===== src/rtl/multicycle_ctrl.sv =====
// Main control FSM for the multi-cycle RV32I core: sequences fetch, decode,
// execute, memory and writeback, driving datapath selects and write enables.
module multicycle_ctrl (
   input  logic       clk,
   input  logic       rst,
   input  logic [6:0] opcode,
   input  logic       mem_ready,
   input  logic       br_taken,
   output logic       pc_we,
   output logic       ir_we,
   output logic       mem_re,
   output logic       mem_we,
   output logic       rf_wren,
   output logic       adr_src,
   output logic [1:0] alu_src_a,
   output logic [1:0] alu_src_b,
   output logic [1:0] alu_op,
   output logic [1:0] result_src,
   output logic       retire,
   output logic       illegal,
   output logic [3:0] state
);

   typedef enum logic [3:0] {
      FETCH    = 4'd0,
      DECODE   = 4'd1,
      MEM_ADDR = 4'd2,
      MEM_RD   = 4'd3,
      MEM_WR   = 4'd4,
      WB_MEM   = 4'd5,
      EXEC_R   = 4'd6,
      EXEC_I   = 4'd7,
      WB_ALU   = 4'd8,
      BRANCH   = 4'd9,
      JALR     = 4'd10,
      JAL      = 4'd11,
      LUI      = 4'd12,
      TRAP     = 4'd13
   } state_t;

   localparam logic [6:0] OP_R      = 7'b0110011;
   localparam logic [6:0] OP_I      = 7'b0010011;
   localparam logic [6:0] OP_LOAD   = 7'b0000011;
   localparam logic [6:0] OP_STORE  = 7'b0100011;
   localparam logic [6:0] OP_BRANCH = 7'b1100011;
   localparam logic [6:0] OP_JAL    = 7'b1101111;
   localparam logic [6:0] OP_JALR   = 7'b1100111;
   localparam logic [6:0] OP_LUI    = 7'b0110111;
   localparam logic [6:0] OP_AUIPC  = 7'b0010111;

   state_t state_q, state_d;

   always_ff @(posedge clk or posedge rst) begin
      if (rst) state_q <= FETCH;
      else     state_q <= state_d;
   end

   always_comb begin
      state_d    = state_q;
      pc_we      = 1'b0;
      ir_we      = 1'b0;
      mem_re     = 1'b0;
      mem_we     = 1'b0;
      rf_wren    = 1'b0;
      adr_src    = 1'b0;
      alu_src_a  = 2'b00;
      alu_src_b  = 2'b00;
      alu_op     = 2'b00;
      result_src = 2'b00;
      retire     = 1'b0;
      illegal    = 1'b0;
      case (state_q)
         FETCH: begin
            mem_re     = 1'b1;
            alu_src_b  = 2'b10;
            result_src = 2'b10;
            if (mem_ready) begin
               ir_we   = 1'b1;
               pc_we   = 1'b1;
               state_d = DECODE;
            end
         end
         DECODE: begin
            alu_src_a = 2'b01;
            alu_src_b = 2'b01;
            case (opcode)
               OP_R:               state_d = EXEC_R;
               OP_I:               state_d = EXEC_I;
               OP_LOAD, OP_STORE:  state_d = MEM_ADDR;
               OP_BRANCH:          state_d = BRANCH;
               OP_JAL:             state_d = JAL;
               OP_JALR:            state_d = JALR;
               OP_LUI:             state_d = LUI;
               OP_AUIPC:           state_d = WB_ALU;
               default:            state_d = TRAP;
            endcase
         end
         MEM_ADDR: begin
            alu_src_a = 2'b10;
            alu_src_b = 2'b01;
            state_d   = (opcode == OP_LOAD) ? MEM_RD : MEM_WR;
         end
         MEM_RD: begin
            mem_re  = 1'b1;
            adr_src = 1'b1;
            if (mem_ready) state_d = WB_MEM;
         end
         WB_MEM: begin
            result_src = 2'b01;
            rf_wren    = 1'b1;
            retire     = 1'b1;
            state_d    = FETCH;
         end
         MEM_WR: begin
            mem_we  = 1'b1;
            adr_src = 1'b1;
            if (mem_ready) begin
               retire  = 1'b1;
               state_d = FETCH;
            end
         end
         EXEC_R: begin
            alu_src_a = 2'b10;
            alu_op    = 2'b10;
            state_d   = WB_ALU;
         end
         EXEC_I: begin
            alu_src_a = 2'b10;
            alu_src_b = 2'b01;
            alu_op    = 2'b10;
            state_d   = WB_ALU;
         end
         LUI: begin
            alu_src_a = 2'b11;
            alu_src_b = 2'b01;
            state_d   = WB_ALU;
         end
         WB_ALU: begin
            rf_wren = 1'b1;
            retire  = 1'b1;
            state_d = FETCH;
         end
         BRANCH: begin
            alu_src_a = 2'b10;
            alu_op    = 2'b01;
            pc_we     = br_taken;
            retire    = 1'b1;
            state_d   = FETCH;
         end
         JALR: begin
            alu_src_a = 2'b10;
            alu_src_b = 2'b01;
            state_d   = JAL;
         end
         JAL: begin
            alu_src_a = 2'b01;
            alu_src_b = 2'b10;
            pc_we     = 1'b1;
            state_d   = WB_ALU;
         end
         TRAP: begin
            illegal = 1'b1;
         end
         default: state_d = FETCH;
      endcase
      // Enables must be quiet for the whole reset pulse, not just after the edge.
      if (rst) begin
         pc_we   = 1'b0;
         ir_we   = 1'b0;
         mem_re  = 1'b0;
         mem_we  = 1'b0;
         rf_wren = 1'b0;
         retire  = 1'b0;
      end
   end

   assign state = state_q;

endmodule


===== config.mk =====
export PLATFORM = sky130hd
export DESIGN_NAME = multicycle_ctrl
export DESIGN_NICKNAME = d
export VERILOG_FILES = /design/src/rtl/multicycle_ctrl.sv
export SDC_FILE = /design/constraint.sdc
export NUM_CORES = 1
export LEC_CHECK = 0
export ABC_AREA = 1
export CORE_MARGIN = 1
export CORE_UTILIZATION = 37
export CTS_CLUSTER_SIZE = 25
export DETAILED_ROUTE_END_ITERATION = 10
export PLACE_DENSITY = 0.85
export SLEW_MARGIN = 5
export SYNTH_ARGS = -nofsm -noshare
export SYNTH_HDL_FRONTEND = slang
export SYNTH_SLANG_ARGS = --single-unit

===== constraint.sdc =====
create_clock -name clk -period 2 [get_ports clk]
set_input_delay 0.5 -clock clk [delete_from_list [all_inputs] [get_ports clk]]
set_output_delay 0.5 -clock clk [all_outputs]
set_load 0.1 [all_outputs]

==> results.sh, run 1 <==
export IMPL_avgSynthCellArea_sq_um=5.34
export IMPL_synth_edf_count=0
export IMPL_synth_top_cell_area_share=0.179
export IMPL_die_w_um=41.1
export IMPL_io_pins=31
export IMPL_yosysMostFrequentCell="nand2_1"
export IMPL_ys_types=19
export IMPL_synth_async_reset_ratio=1.00
export IMPL_synth_seq_area_share=0.177
export IMPL_dpl_hpwl_um=2270
export IMPL_synth_top_cells_by_count="nand2_1 (27), inv_1 (22), nor2_1 (17)"
export IMPL_stop_stage="detailed placement"
export IMPL_outcome="aborted with a tool error"
export IMPL_synth_area_leaders="nand2_1 (18%), dfrtp_1 (18%), inv_1 (15%)"
export IMPL_synth_flop_cell="dfrtp_1"
export IMPL_fp_dieH_um=41.1
export IMPL_synth_area_sq_um=566
export IMPL_placement_io_buffers=30
export IMPL_place_gp_congestion=0.903
export IMPL_ys_ff_latch=4
export IMPL_synth_nets=117
export IMPL_yosysWarnings=0
export IMPL_tool_error="[ERROR DPL-0033] detailed placement checks failed during check placement."
export IMPL_synthCells=106
export IMPL_start_util=0.414
export IMPL_synth_top_area_cell="nand2_1"
export IMPL_rows=13
==> stage by stage <==
step	instances	setup WS, ns	instance area [sq um]	hold WS, ns
3_3_place_gp	163	-0.0771	1340	0.630
2_1_floorplan	106	-0.793	727	0.266
==> cells by family after synthesis <==
logic type      Yosys count  synth area share
flops                     4             0.177
simple gates             65             0.502
buf+inv                  22             0.146
compound gates           15             0.175
==> run 2: changes to the inputs <==
--- a/config.mk
+++ b/config.mk
@@ -6,11 +6,10 @@
 export NUM_CORES = 1
 export LEC_CHECK = 0
 export ABC_AREA = 1
-export CORE_MARGIN = 1
-export CORE_UTILIZATION = 37
-export CTS_CLUSTER_SIZE = 25
+export CORE_AREA = 2 2 63 65
 export DETAILED_ROUTE_END_ITERATION = 10
-export PLACE_DENSITY = 0.85
+export DIE_AREA = 0 0 65 67
+export PLACE_DENSITY_LB_ADDON = 0.15
 export SLEW_MARGIN = 5
 export SYNTH_ARGS = -nofsm -noshare
 export SYNTH_HDL_FRONTEND = slang
==> run 2 against run 1 <==
Compared with the run above:
- the flow now finishes, with violations (negative setup slack)
- synthesized area unchanged
- synthesized cell count unchanged
==> results.sh, run 2 <==
export IMPL_drive_above_1_share=0.558
export IMPL_clkLatencyLatePin_ns=0.21
export IMPL_worst_path_most_repeated_cell="inv_2"
export IMPL_cp_arrival_ns=1.62
export IMPL_synth_edf_count=0
export IMPL_largest_reg_flops=4
export IMPL_cpMaxStageDelayCell="dfrtp_4"
export IMPL_outcome="finished, violations left"
export IMPL_hold_viol_final=0
export IMPL_yosysWarnings=0
export IMPL_period_needed_ns=2.12
export IMPL_critPathMaxStageDelay_ns=0.50
export IMPL_yosys_area_share_xor_xnor=0
export IMPL_fin_ws_ns=-0.118
export IMPL_synth_flop_cell="dfrtp_1"
export IMPL_drv_slew=0
export IMPL_max_freq_mhz=472
export IMPL_drc=0
export IMPL_synth_compound_area_frac=0.175
export IMPL_drtIter0Drc=18
export IMPL_antenna_found_initial=0
export IMPL_period_share=1.06
export IMPL_synth_area_sq_um=566
export IMPL_cts_root_buf="clkbuf_8"
export IMPL_avgSynthCellArea_sq_um=5.34
export IMPL_setup_violations_final=6
export IMPL_crit_buf_inv=3
export IMPL_final_cell_mix="nand2_1 (22), buf_12 (20), buf_4 (20)"
export IMPL_slew_headroom=0.820
export IMPL_worst_pin_slew_ns=0.269
export IMPL_io_pins=31
export IMPL_synthCells=106
export IMPL_place_gp_congestion=0.783
export IMPL_required_ns=1.50
export IMPL_vias_per_cell=4.24
export IMPL_dieArea_sq_um=4360
export IMPL_synthAdderAreaFrac=0
export IMPL_grtUsageTotal=0.111
export IMPL_nNetsFinal=178
export IMPL_clock_skew_final_ns=0.00104
export IMPL_core_sq_um=3610
export IMPL_yosysMostFrequentCell="nand2_1"
export IMPL_cts_buffers=3
export IMPL_cts_tree="built"
export IMPL_start_kind="flip-flop"
export IMPL_placement_io_buffers=30
export IMPL_dr_pass1_iters=4
export IMPL_synthMuxAreaShare=0
export IMPL_die_w_um=65
export IMPL_wl_um=2420
export IMPL_fp_dieH_um=67
export IMPL_grt_setup_unrepaired="yes"
export IMPL_cts_htree_levels=1
export IMPL_clock_sinks=4
export IMPL_rows=22
export IMPL_critPathMaxFanout=4
export IMPL_place_area_sq_um=1400
export IMPL_ys_types=19
export IMPL_synth_top_cells_by_count="nand2_1 (27), inv_1 (22), nor2_1 (17)"
export IMPL_mostFrequentLayoutCell="nand2_1"
export IMPL_grt_pass1_vias=828
export IMPL_violations="negative setup slack"
export IMPL_drtAntennaViolNets=0
export IMPL_synth_simple_gate_area_frac=0.502
export IMPL_grt_pass1_wl_um=3730
export IMPL_clk_path_buf_depth=2
export IMPL_synth_top_area_cell="nand2_1"
export IMPL_start_util=0.157
export IMPL_endpoint_kind="output port"
export IMPL_grt_max_degree=7
export IMPL_synth_top_family_by_area="simple AND/OR/NAND/NOR gates"
export IMPL_critPathTopFamily="flip-flops"
export IMPL_area_growth_pct=195
export IMPL_hp_class="in -> async"
export IMPL_ys_ff_latch=4
export IMPL_synth_async_reset_ratio=1.00
export IMPL_grt_overflow=0
export IMPL_synth_seq_area_share=0.177
export IMPL_fin_area_sq_um=1670
export IMPL_synth_area_leaders="nand2_1 (18%), dfrtp_1 (18%), inv_1 (15%)"
export IMPL_antenna_cells=0
export IMPL_cts_hold_buf=0
export IMPL_clkSlewWorstSetupHoldPaths_ns=0.03
export IMPL_maxCapViolations=0
export IMPL_synth_nets=117
export IMPL_worstPathCellList="nor2_4 > inv_2 > nor3_4 > or2_4 > inv_2 > o211ai_1 > clkbuf_16"
export IMPL_vias=904
export IMPL_wl_per_cell_um=11.4
export IMPL_synth_top_cell_area_share=0.179
export IMPL_crit_type="reg -> out"
export IMPL_dpl_hpwl_um=1950
-- run 2: cell counts after synthesis --
No cell type changed its count.
-- run 2: path summary, 6_finish.rpt --
kind	from	end	slack, ns	depth (start not counted)
max	state[1]	alu_src_b[0]	-0.12	7
min	rst	state[1]	0.57	3
max reg2reg	state[1]	state[2]	0.39	10
min reg2reg	state[0]	state[0]	0.61	2
max in group asynchronous	rst	state[2]	1.24	3
min in group clk	state[0]	state[0]	0.61	2
-- run 2: timing repair --
action | CTS | global route
hold endpoints to repair | 0 | 0
buffers inserted | 7 | 5
cloned | 0 | 0
setup endpoints to repair | 11 | 12
pin swaps | 6 | 3
gates resized for setup | 23 | 13
-- run 2: cells by family (layout without fill, tap and decap cells) --
group                  count (synthesis)  in the layout
DFF                                    4              4
buffers and inverters                 22             81
and+or+nand+nor                       65             65
AOI/OAI and AO/OA                     15             15
-- run 2: stage by stage --
stage / util / std cells / TNS (ns) / worst slack [ns] / hold slack, ns
after floorplan: - / 106 / -6.36 / -0.793 / 0.266
after global placement: 0.388 / 199 / -0.234 / -0.0888 / 0.590
after detailed placement: 0.388 / 199 / -0.291 / -0.128 / 0.601
after CTS: 0.439 / 209 / -0.420 / -0.0924 / 0.580
after global routing: 0.463 / 213 / -0.757 / -0.175 / 0.588
final: 0.463 / 213 / -0.356 / -0.118 / 0.573
-- run 2: worst min-delay path, delay by kind of cell --
family / cells / cell delay (ns)
buffers and inverters: 3 / 0.64
-- run 2: metal layers --
metal | global-route usage | share of wire | vias to the layer above
li1 | - | - | 462
met1 | 0.118 | 0.39 | 410
met2 | 0.216 | 0.55 | 30
met3 | 0.0220 | 0.053 | 2
met4 | 0.0346 | 0.0087 | 0
met5 | 0 | 0 | -
-- run 2: layout make-up --
type | instances | area, sq um
flip-flops and latches | 4 | 115
well taps | 48 | 60.1
multi-input cells | 80 | 626
inverters | 22 | 97.6
clock buffers | 3 | 41.3
repair buffers | 56 | 729
fillers | 351 | 1940
Power of run 2 is left out: the tool's default activity adds up to more than one toggle a clock period on the data nets, which glitch-free logic cannot reach.
